===== config.mk =====
export PLATFORM = sky130hd
export DESIGN_NAME = dev_hex_scan_flat
export DESIGN_NICKNAME = d
export VERILOG_FILES = /design/src/rtl/dev_hex_scan_if.sv /design/src/rtl/dev_hex_scan.sv /design/src/flat_wrapper.sv
export SDC_FILE = /design/constraint.sdc
export NUM_CORES = 1
export LEC_CHECK = 0
export CAP_MARGIN = 20
export CORE_MARGIN = 2
export CORE_UTILIZATION = 25
export CTS_CLUSTER_SIZE = 25
export DETAILED_ROUTE_END_ITERATION = 12
export PLACE_DENSITY = 0.42
export SLEW_MARGIN = 20
export SYNTH_ARGS = -nofsm -noshare
export SYNTH_HDL_FRONTEND = slang
export SYNTH_SLANG_ARGS = --single-unit

===== constraint.sdc =====
create_clock -name clk -period 5.13 [get_ports clk]
set_input_delay 1.026 -clock clk [delete_from_list [all_inputs] [get_ports clk]]
set_output_delay 1.026 -clock clk [all_outputs]
set_load 0.01 [all_outputs]

===== src/rtl/dev_hex_scan_if.sv =====
// rtl/dev_hex_scan_if.sv - display data/control and pin bundle for dev_hex_scan
interface dev_hex_scan_if #(
    parameter int NDIGITS = 4
);
    logic [4*NDIGITS-1:0] hex_val;
    logic [NDIGITS-1:0]   dp_in;
    logic                 enable;
    logic                 lz_suppress;
    logic [3:0]           brightness;
    logic [NDIGITS-1:0]   digit_sel;
    logic [6:0]           seg_pins;
    logic                 dp_pin;
    logic                 frame_done;

    modport master (
        output hex_val, dp_in, enable, lz_suppress, brightness,
        input  digit_sel, seg_pins, dp_pin, frame_done
    );

    modport slave (
        input  hex_val, dp_in, enable, lz_suppress, brightness,
        output digit_sel, seg_pins, dp_pin, frame_done
    );
endinterface


===== src/rtl/dev_hex_scan.sv =====
// rtl/dev_hex_scan.sv - multiplexed common-anode 7-segment hex scanner
module dev_hex_scan #(
    parameter int NDIGITS  = 4,
    parameter int PRESCALE = 4
) (
    input  logic           clk,
    input  logic           rst_n,
    dev_hex_scan_if.slave  bus
);
    localparam int IW = (NDIGITS > 1) ? $clog2(NDIGITS) : 1;
    localparam int PW = (PRESCALE > 1) ? $clog2(PRESCALE) : 1;
    localparam logic [PW-1:0] PCNT_MAX = PW'(PRESCALE - 1);
    localparam logic [IW-1:0] IDX_MAX  = IW'(NDIGITS - 1);

    // Active-low segment patterns, bit0 = segment a
    function automatic logic [6:0] seg7(input logic [3:0] v);
        logic [6:0] s;
        case (v)
            4'h0: s = 7'b1000000;
            4'h1: s = 7'b1111001;
            4'h2: s = 7'b0100100;
            4'h3: s = 7'b0110000;
            4'h4: s = 7'b0011001;
            4'h5: s = 7'b0010010;
            4'h6: s = 7'b0000010;
            4'h7: s = 7'b1111000;
            4'h8: s = 7'b0000000;
            4'h9: s = 7'b0010000;
            4'hA: s = 7'b0001000;
            4'hB: s = 7'b0000011;
            4'hC: s = 7'b1000110;
            4'hD: s = 7'b0100001;
            4'hE: s = 7'b0000110;
            default: s = 7'b0001110;
        endcase
        return s;
    endfunction

    logic [PW-1:0]          pcnt;
    logic [3:0]             phase;
    logic [IW-1:0]          idx;
    logic [4*NDIGITS-1:0]   shadow_hex;
    logic [NDIGITS-1:0]     shadow_dp;
    logic [NDIGITS-1:0]     digit_sel_q;
    logic [6:0]             seg_q;
    logic                   dp_q;
    logic                   frame_done_q;

    logic                   tick;
    logic [3:0]             phase_nxt;
    logic [IW-1:0]          idx_nxt;
    logic                   latch;
    logic [3:0]             lit_lim;
    logic                   lit_nxt;
    logic [NDIGITS-1:0]     lz_blank;
    logic                   zero_run;
    logic [3:0]             nib;
    logic                   dp_bit;
    logic                   blank_bit;
    logic [NDIGITS-1:0]     sel_nxt;
    logic [6:0]             seg_nxt;
    logic                   dp_nxt;

    assign tick      = (pcnt == PCNT_MAX);
    assign phase_nxt = phase + 4'd1;
    assign idx_nxt   = (phase == 4'd15) ? ((idx == IDX_MAX) ? '0 : idx + IW'(1)) : idx;
    // Shadow captures on the tick leaving the first phase of the frame
    assign latch     = tick && (idx == '0) && (phase == 4'd0);
    assign lit_lim   = (bus.brightness == 4'hF) ? 4'd14 : bus.brightness;
    assign lit_nxt   = (phase_nxt >= 4'd2) && ((phase_nxt - 4'd2) < lit_lim);

    // A digit is a leading zero when it and every digit to its left are zero
    always_comb begin
        lz_blank = '0;
        zero_run = 1'b1;
        for (int i = NDIGITS - 1; i >= 0; i--) begin
            zero_run    = zero_run && (shadow_hex[4*i +: 4] == 4'h0);
            lz_blank[i] = zero_run && (i != 0);
        end
    end

    // Select nibble, dp and select bit for the digit of the upcoming phase
    always_comb begin
        nib       = 4'h0;
        dp_bit    = 1'b0;
        blank_bit = 1'b0;
        sel_nxt   = '0;
        for (int i = 0; i < NDIGITS; i++) begin
            if (IW'(i) == idx_nxt) begin
                nib        = shadow_hex[4*i +: 4];
                dp_bit     = shadow_dp[i];
                blank_bit  = lz_blank[i];
                sel_nxt[i] = 1'b1;
            end
        end
        seg_nxt = (lit_nxt && !(bus.lz_suppress && blank_bit)) ? seg7(nib) : 7'h7F;
        dp_nxt  = lit_nxt ? ~dp_bit : 1'b1;
    end

    // Prescaler, phase/digit sequencing, shadow latch and registered pin drive
    always_ff @(posedge clk or negedge rst_n) begin
        if (!rst_n) begin
            pcnt         <= '0;
            phase        <= 4'd0;
            idx          <= '0;
            shadow_hex   <= '0;
            shadow_dp    <= '0;
            digit_sel_q  <= '0;
            seg_q        <= 7'h7F;
            dp_q         <= 1'b1;
            frame_done_q <= 1'b0;
        end else if (!bus.enable) begin
            pcnt         <= '0;
            phase        <= 4'd0;
            idx          <= '0;
            digit_sel_q  <= '0;
            seg_q        <= 7'h7F;
            dp_q         <= 1'b1;
            frame_done_q <= 1'b0;
        end else begin
            frame_done_q <= 1'b0;
            if (tick) begin
                pcnt  <= '0;
                phase <= phase_nxt;
                idx   <= idx_nxt;
                if (latch) begin
                    shadow_hex <= bus.hex_val;
                    shadow_dp  <= bus.dp_in;
                end
                // BLANK keeps the previous digit selected; every other phase drives the new one
                if (phase_nxt != 4'd0) begin
                    digit_sel_q <= sel_nxt;
                end
                seg_q        <= seg_nxt;
                dp_q         <= dp_nxt;
                frame_done_q <= (phase == 4'd15) && (idx == IDX_MAX);
            end else begin
                pcnt <= pcnt + PW'(1);
            end
        end
    end

    assign bus.digit_sel  = digit_sel_q;
    assign bus.seg_pins   = seg_q;
    assign bus.dp_pin     = dp_q;
    assign bus.frame_done = frame_done_q;
endmodule


===== src/flat_wrapper.sv =====
// flat-port wrapper written by rule: the top's interface ports become plain ports
module dev_hex_scan_flat 
#(
    parameter int NDIGITS  = 4,
    parameter int PRESCALE = 4
)
  (clk, rst_n, bus_hex_val, bus_dp_in, bus_enable, bus_lz_suppress, bus_brightness, bus_digit_sel, bus_seg_pins, bus_dp_pin, bus_frame_done);
  dev_hex_scan_if #(.NDIGITS(NDIGITS)) bus_i ();
  input  logic clk;
  input  logic rst_n;
  input wire logic [$bits(bus_i.hex_val)-1:0] bus_hex_val;
  input wire logic [$bits(bus_i.dp_in)-1:0] bus_dp_in;
  input wire logic [$bits(bus_i.enable)-1:0] bus_enable;
  input wire logic [$bits(bus_i.lz_suppress)-1:0] bus_lz_suppress;
  input wire logic [$bits(bus_i.brightness)-1:0] bus_brightness;
  output wire logic [$bits(bus_i.digit_sel)-1:0] bus_digit_sel;
  output wire logic [$bits(bus_i.seg_pins)-1:0] bus_seg_pins;
  output wire logic [$bits(bus_i.dp_pin)-1:0] bus_dp_pin;
  output wire logic [$bits(bus_i.frame_done)-1:0] bus_frame_done;
  assign bus_i.hex_val = bus_hex_val;
  assign bus_i.dp_in = bus_dp_in;
  assign bus_i.enable = bus_enable;
  assign bus_i.lz_suppress = bus_lz_suppress;
  assign bus_i.brightness = bus_brightness;
  assign bus_digit_sel = bus_i.digit_sel;
  assign bus_seg_pins = bus_i.seg_pins;
  assign bus_dp_pin = bus_i.dp_pin;
  assign bus_frame_done = bus_i.frame_done;
  dev_hex_scan #(.NDIGITS(NDIGITS), .PRESCALE(PRESCALE)) u_core (.clk(clk), .rst_n(rst_n), .bus(bus_i));
endmodule

**Yosys cells after proc, flatten, opt, wreduce, memory -nomap -nowiden**

Memory sizes are Yosys's and may differ from the RTL's.
Cells that the tools add are included.

- Register bits: 41
- Bits in read-only memories: 112
- Input port bits: 28
- Memories kept: 1

Memory list:

| memory | depth | width | read ports | clocked after memory_dff | write ports | RTL line | RTL |
|---|---|---|---|---|---|---|---|
| (name not given) | 16 | 7 | 1 | 0 | 0 | dev_hex_scan.sv:18 | `case (v)` |

- Add/sub/neg operators: 4
- $lt $le $gt $ge: 2
- Equality and inequality tests: 9
- Multiplexer cells: 35
- Bitwise gates (word level): 1
- Reduce and logical (&&, ||, !) cells: 18

Operators with widths:

| cell | count |
|---|---|
| $mux W4 | 10 |
| $mux W7 | 3 |
| $logic_not A4 Y1 | 4 |
| $mux W1 | 16 |
| $mux W2 | 6 |
| $eq A4 B4 Y1 const B | 2 |
| $logic_and A1 B1 Y1 | 8 |
| $add A2 B1 Y2 const B | 2 |
| $add A4 B1 Y4 const B | 1 |
| $eq A2 B2 Y1 const A | 2 |
| $eq A2 B2 Y1 const B | 2 |
| $ge A4 B2 Y1 const B | 1 |
| $logic_not A2 Y1 | 2 |
| $lt A4 B4 Y1 | 1 |
| $ne A2 B1 Y1 const B | 2 |
| $reduce_bool A4 Y1 | 1 |
| $sub A4 B2 Y4 const B | 1 |
| $reduce_and A3 Y1 | 1 |
| $eq A1 B2 Y1 const A | 1 |
| $reduce_and A2 Y1 | 1 |
| $logic_not A1 Y1 | 1 |
| $not A1 Y1 | 1 |

**Depth between registers and ports, before layout**

Gate-level depths: netlist (run 1).

- Depth in word-level cells: 13
- Mapped depth: 12
- Depth with buffers taken out: 11

**Worst setup path after synthesis (run 1)**

Ideal clock, no wire load.

- Path kind: register -> register
- Start: reg u_core.phase[0]
- End: reg u_core.seg_q[5] (netlist: u_core.bus.seg_pins[5])
- Library setup time: 83 ps
- Arrival time: 2613 ps
- Required time: 5047 ps
- Path slack: 2433 ps
- Cell stages (with the launch flop): 11
- Buffers on the path: 0
- Period minus slack after synthesis: 2697 ps
- Cells stage by stage: dfrtp_1 ha_1 xnor2_1 ha_1 xor2_1 ha_1 a211oi_1 o21ai_0 o21bai_1 or2_1 o32a_1

- Word-level cells in the longest chain between the ends: 12
- Elaborated cells between the ends (all ways): 25

RTL lines:

| item | RTL line | RTL |
|---|---|---|
| start, declared | dev_hex_scan.sv:40 | `logic [3:0] phase;` |
| start signal, assigned | dev_hex_scan.sv:124 | `phase <= phase_nxt;` |
| parallel branches: the longest is 9 deep, another holds $add A4 B1 Y4 | - |  |
| $mux W7 * | dev_hex_scan.sv:96 | `seg_nxt = (lit_nxt && !(bus.lz_suppress && blank_bit)) ? seg7(nib) : 7'h7F;` |
| $mux W7 * | dev_hex_scan.sv:122 | `if (tick) begin` |
| $mux W7 * | dev_hex_scan.sv:112 | `end else if (!bus.enable) begin` |
| end signal, assigned | dev_hex_scan.sv:134 | `seg_q <= seg_nxt;` |
| end, declared | dev_hex_scan.sv:45 | `logic [6:0] seg_q;` |

Every way passes the cells marked *. The select of a mux whose other input is x is not followed.
A chain may end at the register's enable or synchronous reset.

**Final worst setup path (run 1)**

Same ends and word-level chain as after synthesis.

==> impl_metrics.py, run 1 <==
metrics = {
    "placed_design": {
        "numPortBuffers": 40,
        "dp_hpwl_um": 4525,
        "placedCellCount": 403,
        "gp_congestion": 0.8163,
        "place_ws_ns": 1.742,
    },
    "worst_setup_path": {
        "start_kind": "register",
        "critical_path.most_common_cell": "ha_1",
        "crit_arrival_ns": 3.28,
        "r2r-start": "u_core.phase[0]",
        "cp_max_fo": 13,
        "cpPeakStageDelay_ns": 0.51,
        "r2r_end": "u_core.bus.seg_pins[5]",
        "required_ns": 5.34,
        "crit_end": "u_core.bus.seg_pins[5]",
        "worstSetupPathType": "reg -> reg",
        "r2r_cells": 10,
        "critical_path.startpoint": "u_core.phase[0]",
        "timing.reg2reg.setup_slack_ns": 2.07,
        "cp_slowest_cell": "mux2i_4",
        "setup.worst_path.end_class": "register",
        "crit_chain": "ha_1 -> nand3_2 -> mux2i_4 -> mux2i_1 -> mux2_2 -> inv_1 -> ha_1 -> a21bo_2 -> a21oi_1 -> o32a_1",
    },
    "synth": {
        "synth.avg_cell_area_sq_um": 10.68,
        "synth_edf_count": 0,
        "ys_ff_latch": 41,
        "yosysWarningCount": 0,
        "syn_area_sq_mm": 0.002554,
        "netlist-cell-type-count": 52,
        "ys.flop_type": "dfrtp_1",
        "synthArstFlopShare": 1.000,
        "syn_inst": 239,
        "syn_nets": 283,
        "ys_seq_area_frac": 0.4057,
    },
    "job": {
        "cap_violations": 0,
    },
    "finish": {
        "nFillCells": 1018,
        "area_growth_pct": 24.40,
        "final_util": 0.3220,
        "num-nets-final": 322,
        "final_cells": 412,
        "drive_above_1_share": 0.1828,
        "diodes": 0,
    },
    "die": {
        "io_pins": 41,
        "core_area_sq_mm": 0.009864,
        "die_h_um": 105.1,
        "die-width_um": 105.1,
        "start_util": 0.2589,
        "design.die.area_sq_mm": 0.01104,
        "row_count": 36,
    },
    "timing": {
        "rsz0062_at_grt": "no",
        "period_needed_ns": 3.065,
        "relSlewSlack": 0.3801,
        "setup_ws_ns": 2.065,
        "setup-tns-final_ns": 0,
        "fin_worst_skew_ns": 0.01162,
        "drv_slew": 0,
        "tightest_slew_ns": 0.9298,
        "finalHoldViolations": 0,
        "setup_viol": 0,
        "max_freq_mhz": 326.3,
        "fin_crit_sh": 0.5974,
    },
    "global_routing": {
        "grt_pass1_vias": 2012,
        "grt_max_degree": 42,
        "antenna_found_initial": 0,
        "grt_pass1_wl_um": 10320,
        "gr-usage-all-layers": 0.1165,
        "grt-ovfl-total": 0,
    },
    "drt": {
        "num_vias": 1899,
        "firstDrtPassIters": 4,
        "drt_iter0_drc": 69,
        "drt-wirelength-per-cell_um": 14.75,
        "viasPerCell": 4.609,
        "drc": 0,
        "ant_nets": 0,
        "wirelength_um": 6075,
    },
    "clock_network": {
        "worstSkewPairLatency_ns": 0.29,
        "cts_resized": 0,
        "cts_tree": "yes",
        "root_buffer": "clkbuf_8",
        "ctsHoldBuffers": 0,
        "postCtsSetupBuffers": 0,
        "numCtsBuffers": 5,
        "cts_buffer_depth": 2,
        "clkSlewWorstSetupHoldPaths_ns": 0.09,
        "h-tree-depth": 2,
        "cts_num_sinks": 41,
    },
    "power": {
        "leakage_nw": 1.344,
        "powerDensity_mw_per_mm2": 340.2,
        "peakVddDrop_uv": 161.8,
    },
    "status": {
        "status": "completed",
    },
    "min_path": {
        "hp-class": "reg -> reg",
    },
}
-- cell families after synthesis --
| kind of cell | share of synthesized area |
|---|---|
| adders and majority gates | 0.07839 |
| DFF | 0.4057 |
| muxes | 0.1935 |
| AOI/OAI and AO/OA | 0.1254 |
| and+or+nand+nor | 0.1294 |
| xor gates and xnor gates | 0.02058 |
| buffers and inverters | 0.04703 |
-- layout by cell type (no fill, tap or decap), types with 2 or more instances in the layout --
cell and n:
a211oi_1 5, a21boi_0 2, a21oi_1 5, a311oi_1 2, a31oi_1 3, a32oi_1 2, and2_1 2, clkbuf_8 7
clkdlybuf4s50_1 39, dfrtp_1 33, dfstp_2 8, ha_1 16, inv_1 13, mux2_2 23, mux2_4 2, mux2i_1 16
nand2_1 12, nand3_1 9, nor2_1 21, nor2b_1 6, nor4_1 3, o211ai_1 4, o21ai_0 4, o22ai_1 3
o311ai_0 2, o41ai_1 3, or3_1 3, xnor2_1 3, xor2_1 3
-- metrics by stage --
stage               hold slack, ns  instance area (sq um)  power, mW
finish                      0.4346                   3177      1.081
global route                0.4516                   3177      1.171
CTS                         0.4389                   3157      1.100
detailed placement          0.4245                   3052     0.8469
global placement            0.4171                   3052     0.8450
floorplan                   0.4031                   2554     0.7266
-- critical path: cells and delay by family, from the launching register on --
kind | cells | cell delay (ns)
fa+ha+maj | 2 | 0.60
flops | 1 | 0.48
buf+inv | 1 | 0.09
simple gates | 1 | 0.18
mux | 3 | 1.03
compound gates | 3 | 0.60
-- layout make-up --
cell class                      instances  area [sq um]  share of cell area
Inverter                               15         56.30             0.01772
Clock buffer                            7         96.34             0.03033
Timing Repair Buffer                   41         415.4              0.1308
Multi-Input combinational cell        174          1398              0.4399
Clock inverter                          1         8.758            0.002757
Sequential cell                        41          1036              0.3261
Tap cell                              133         166.4             0.05238
-- Yosys cell counts (2+ instances only) --
cell type,instances,area (sq um)
a211oi_1,5,37.54
a21boi_0,2,15.01
a21oi_1,5,25.02
a311oi_1,2,17.52
a31oi_1,3,18.77
a32oi_1,2,17.52
and2_1,2,12.51
buf_6,4,45.04
clkbuf_1,4,15.01
dfrtp_1,33,825.8
dfstp_2,8,210.2
ha_1,16,200.2
inv_1,13,48.80
mux2_2,23,259.0
mux2_4,2,30.03
mux2i_1,16,160.2
nand2_1,12,45.04
nand3_1,9,45.04
nor2_1,21,78.83
nor2b_1,6,37.54
nor4_1,3,18.77
o211ai_1,4,30.03
o21ai_0,4,20.02
o22ai_1,3,18.77
o311ai_0,2,17.52
o41ai_1,3,26.28
or3_1,3,18.77
xnor2_1,3,26.28
xor2_1,3,26.28
-- power by group --
group / internal, mW / switching, mW
registers: 0.392 / 0.0671
logic: 0.192 / 0.187
clock network: 0.124 / 0.118
total: 0.709 / 0.372
-- registers in the layout, indices dropped and copies added (netlist names) --
name / cells
u_core.bus.dp_pin: 1
u_core.idx: 2
u_core.phase: 4
u_core.bus.frame_done: 1
u_core.shadow_dp: 4
u_core.shadow_hex: 16
u_core.bus.seg_pins: 7
u_core.pcnt: 2
u_core.bus.digit_sel: 4
-- routing by layer --
layer / wire, um / part of all wire / global-route usage / vias to the layer above
met5: 0 / 0 / 0 / -
met4: 50 / 0.0082 / 0.02952 / 0
met3: 198 / 0.033 / 0.02371 / 5
met2: 2903 / 0.48 / 0.1902 / 39
met1: 2923 / 0.48 / 0.1572 / 903
li1: - / - / - / 952
-- how the worst min path moves through the flow --
| stage | to | startpoint | slack [ns] | cells past startpoint |
|---|---|---|---|---|
| finish | u_core.pcnt[0] | u_core.pcnt[0] | 0.43 | 1 |
| floorplan | u_core.pcnt[0] | u_core.pcnt[0] | 0.40 | 1 |
| global placement | u_core.pcnt[0] | u_core.pcnt[0] | 0.42 | 1 |
| CTS | u_core.pcnt[0] | u_core.pcnt[0] | 0.44 | 1 |
| detailed placement | u_core.pcnt[0] | u_core.pcnt[0] | 0.42 | 1 |
| global route | u_core.pcnt[0] | u_core.pcnt[0] | 0.45 | 1 |
No activity file was read; power rests on OpenSTA's default activity.
==> run 2, diff against run 1 <==
clock period = 2.9 ns   (was 5.13 ns; I/O delays follow)
==> impl_metrics.py, run 2 (same netlist as run 1, synthesis figures left out) <==
metrics = {
    "power": {
        "clockPowerShare": 0.202,
        "swShare": 0.3588,
        "powerDensity_mw_per_mm2": 583.3,
        "peakVddDrop_uv": 199.5,
        "p_switching_uw": 677.7,
        "power.internal_mw": 1.211,
        "p_total_mw": 1.889,
        "leakage_nw": 1.384,
        "pwr-share-seq": 0.431,
        "combPwrFrac": 0.368,
    },
    "worst_setup_path": {
        "r2r_cells": 10,
        "crit_arrival_ns": 2.90,
        "critical_path.startpoint": "u_core.phase[0]",
        "required_ns": 3.13,
        "worstSetupPathType": "reg -> reg",
        "cp_max_fo": 7,
        "start_kind": "register",
        "setup.worst_path.end_class": "register",
        "timing.reg2reg.setup_slack_ns": 0.23,
        "crit_end": "u_core.bus.seg_pins[5]",
        "r2r_end": "u_core.bus.seg_pins[5]",
        "cpPeakStageDelay_ns": 0.42,
        "r2r-start": "u_core.phase[0]",
        "cp_slowest_cell": "dfrtp_1",
        "crit_chain": "ha_2 -> nand3_2 -> mux2i_4 -> mux2i_1 -> mux2_2 -> inv_1 -> ha_1 -> a21bo_2 -> a21oi_1 -> o32a_1",
    },
    "timing": {
        "max_freq_mhz": 374.4,
        "finalHoldViolations": 0,
        "rsz0062_at_grt": "no",
        "setup-tns-final_ns": 0,
        "tightest_slew_ns": 0.9494,
        "period_needed_ns": 2.671,
        "setup_viol": 0,
        "fin_crit_sh": 0.9211,
        "relSlewSlack": 0.3671,
        "drv_slew": 0,
        "fin_worst_skew_ns": 0.007902,
    },
    "clock_network": {
        "clkSlewWorstSetupHoldPaths_ns": 0.09,
        "h-tree-depth": 2,
        "cts_num_sinks": 41,
        "cts_buffer_depth": 2,
        "cts_tree": "yes",
        "numCtsBuffers": 5,
        "root_buffer": "clkbuf_8",
        "worstSkewPairLatency_ns": 0.29,
    },
    "finish": {
        "num-nets-final": 334,
        "final_common_cell": "clkdlybuf4s50_1",
        "layout_common_cells": "39 x clkdlybuf4s50_1, 33 x dfrtp_1, 23 x mux2_2, 21 x nor2_1, 16 x mux2i_1",
        "largest_register_ffs": 16,
        "drive_above_1_share": 0.2199,
        "top_register": "u_core.shadow_hex",
        "nFillCells": 1026,
        "diodes": 0,
        "area_growth_pct": 26.80,
    },
    "die": {
        "core_area_sq_mm": 0.009864,
        "die-width_um": 105.1,
        "row_count": 36,
        "io_pins": 41,
        "start_util": 0.2589,
        "design.die.area_sq_mm": 0.01104,
        "die_h_um": 105.1,
    },
    "global_routing": {
        "gr-usage-all-layers": 0.1227,
        "grt_use_met1": 0.1592,
        "antenna_found_initial": 0,
        "grt_pass1_wl_um": 10740,
        "grt-ovfl-total": 0,
        "use_met2": 0.2027,
        "use_met3": 0.02495,
        "top_usage_layer": "met2",
        "grt_pass1_vias": 2061,
        "grt_max_degree": 42,
    },
    "drt": {
        "wirelength_um": 6347,
        "drc": 0,
        "drt_iter0_drc": 59,
        "drt-wirelength-per-cell_um": 14.97,
        "ant_nets": 0,
        "firstDrtPassIters": 4,
        "viasPerCell": 4.667,
        "num_vias": 1979,
    },
    "job": {
        "cap_violations": 0,
    },
    "placed_design": {
        "gp_congestion": 0.8219,
        "numPortBuffers": 40,
        "dp_hpwl_um": 4840,
    },
    "status": {
        "status": "completed",
    },
    "min_path": {
        "hp-class": "in -> async",
    },
}
==> run 2: worst max-delay path, delay by kind of cell, from the launching register on <==
family	cells	cell delay, ns
AOI/OAI and AO/OA	3	0.59
DFF	1	0.42
muxes	3	0.89
and+or+nand+nor	1	0.14
adders and majority gates	2	0.48
buffers and inverters	1	0.08
==> run 2: power by group through the flow <==
stage | Sequential [mW] | Combinational [mW] | Clock (mW)
2_1_floorplan | 0.775 | 0.510 | 0
3_3_place_gp | 0.831 | 0.692 | 0
3_5_place_dp | 0.826 | 0.698 | 0
4_1_cts | 0.814 | 0.702 | 0.404
5_1_grt | 0.835 | 0.775 | 0.426
6_report | 0.813 | 0.694 | 0.381
==> run 2: final cells by class <==
type                       instances  area [sq um]  share of cell area
multi-input combinational        174          1400              0.4324
sequential                        41          1036              0.3199
timing repair buffer              53         493.0              0.1522
tap                              133         166.4             0.05139
clock buffer                       5         68.82             0.02125
inverter                          15         56.30             0.01739
clock inverter                     3         17.52            0.005410
==> run 2: worst min path at each step <==
| stage | end | slack (ns) | cells after the start |
|---|---|---|---|
| 3_5_place_dp | u_core.pcnt[0] | 0.42 | 1 |
| 3_3_place_gp | u_core.pcnt[0] | 0.42 | 1 |
| 4_1_cts | u_core.pcnt[0] | 0.43 | 1 |
| 6_report | u_core.bus.digit_sel[0] | 0.43 | 1 |
| 2_1_floorplan | u_core.bus.digit_sel[0] | 0.28 | 0 |
| 5_1_grt | u_core.pcnt[0] | 0.44 | 1 |
==> run 2: through the flow <==
step                setup slack, ns  cell area, sq um  instances  hold WS [ns]    util
floorplan                    0.2034              2554        239        0.2844       -
global placement             0.1918              3134        414        0.4167  0.3177
detailed placement           0.1550              3134        414        0.4183  0.3177
CTS                          0.1416              3221        422        0.4297  0.3265
global route                0.04874              3238        424        0.4360  0.3283
finish                       0.2287              3238        424        0.4261  0.3283
==> run 2: timing repair <==
item,CTS,global route
resized for setup,0,1
hold buffers,0,0
setup buffers,0,2
endpoints found under the setup margin,0,4
endpoints found under the hold margin,0,0
==> run 2: metal layers <==
metal / wire (um) / up-vias
met3: 195 / 8
li1: - / 973
met5: 0 / -
met2: 3044 / 38
met4: 101 / 0
met1: 3006 / 960
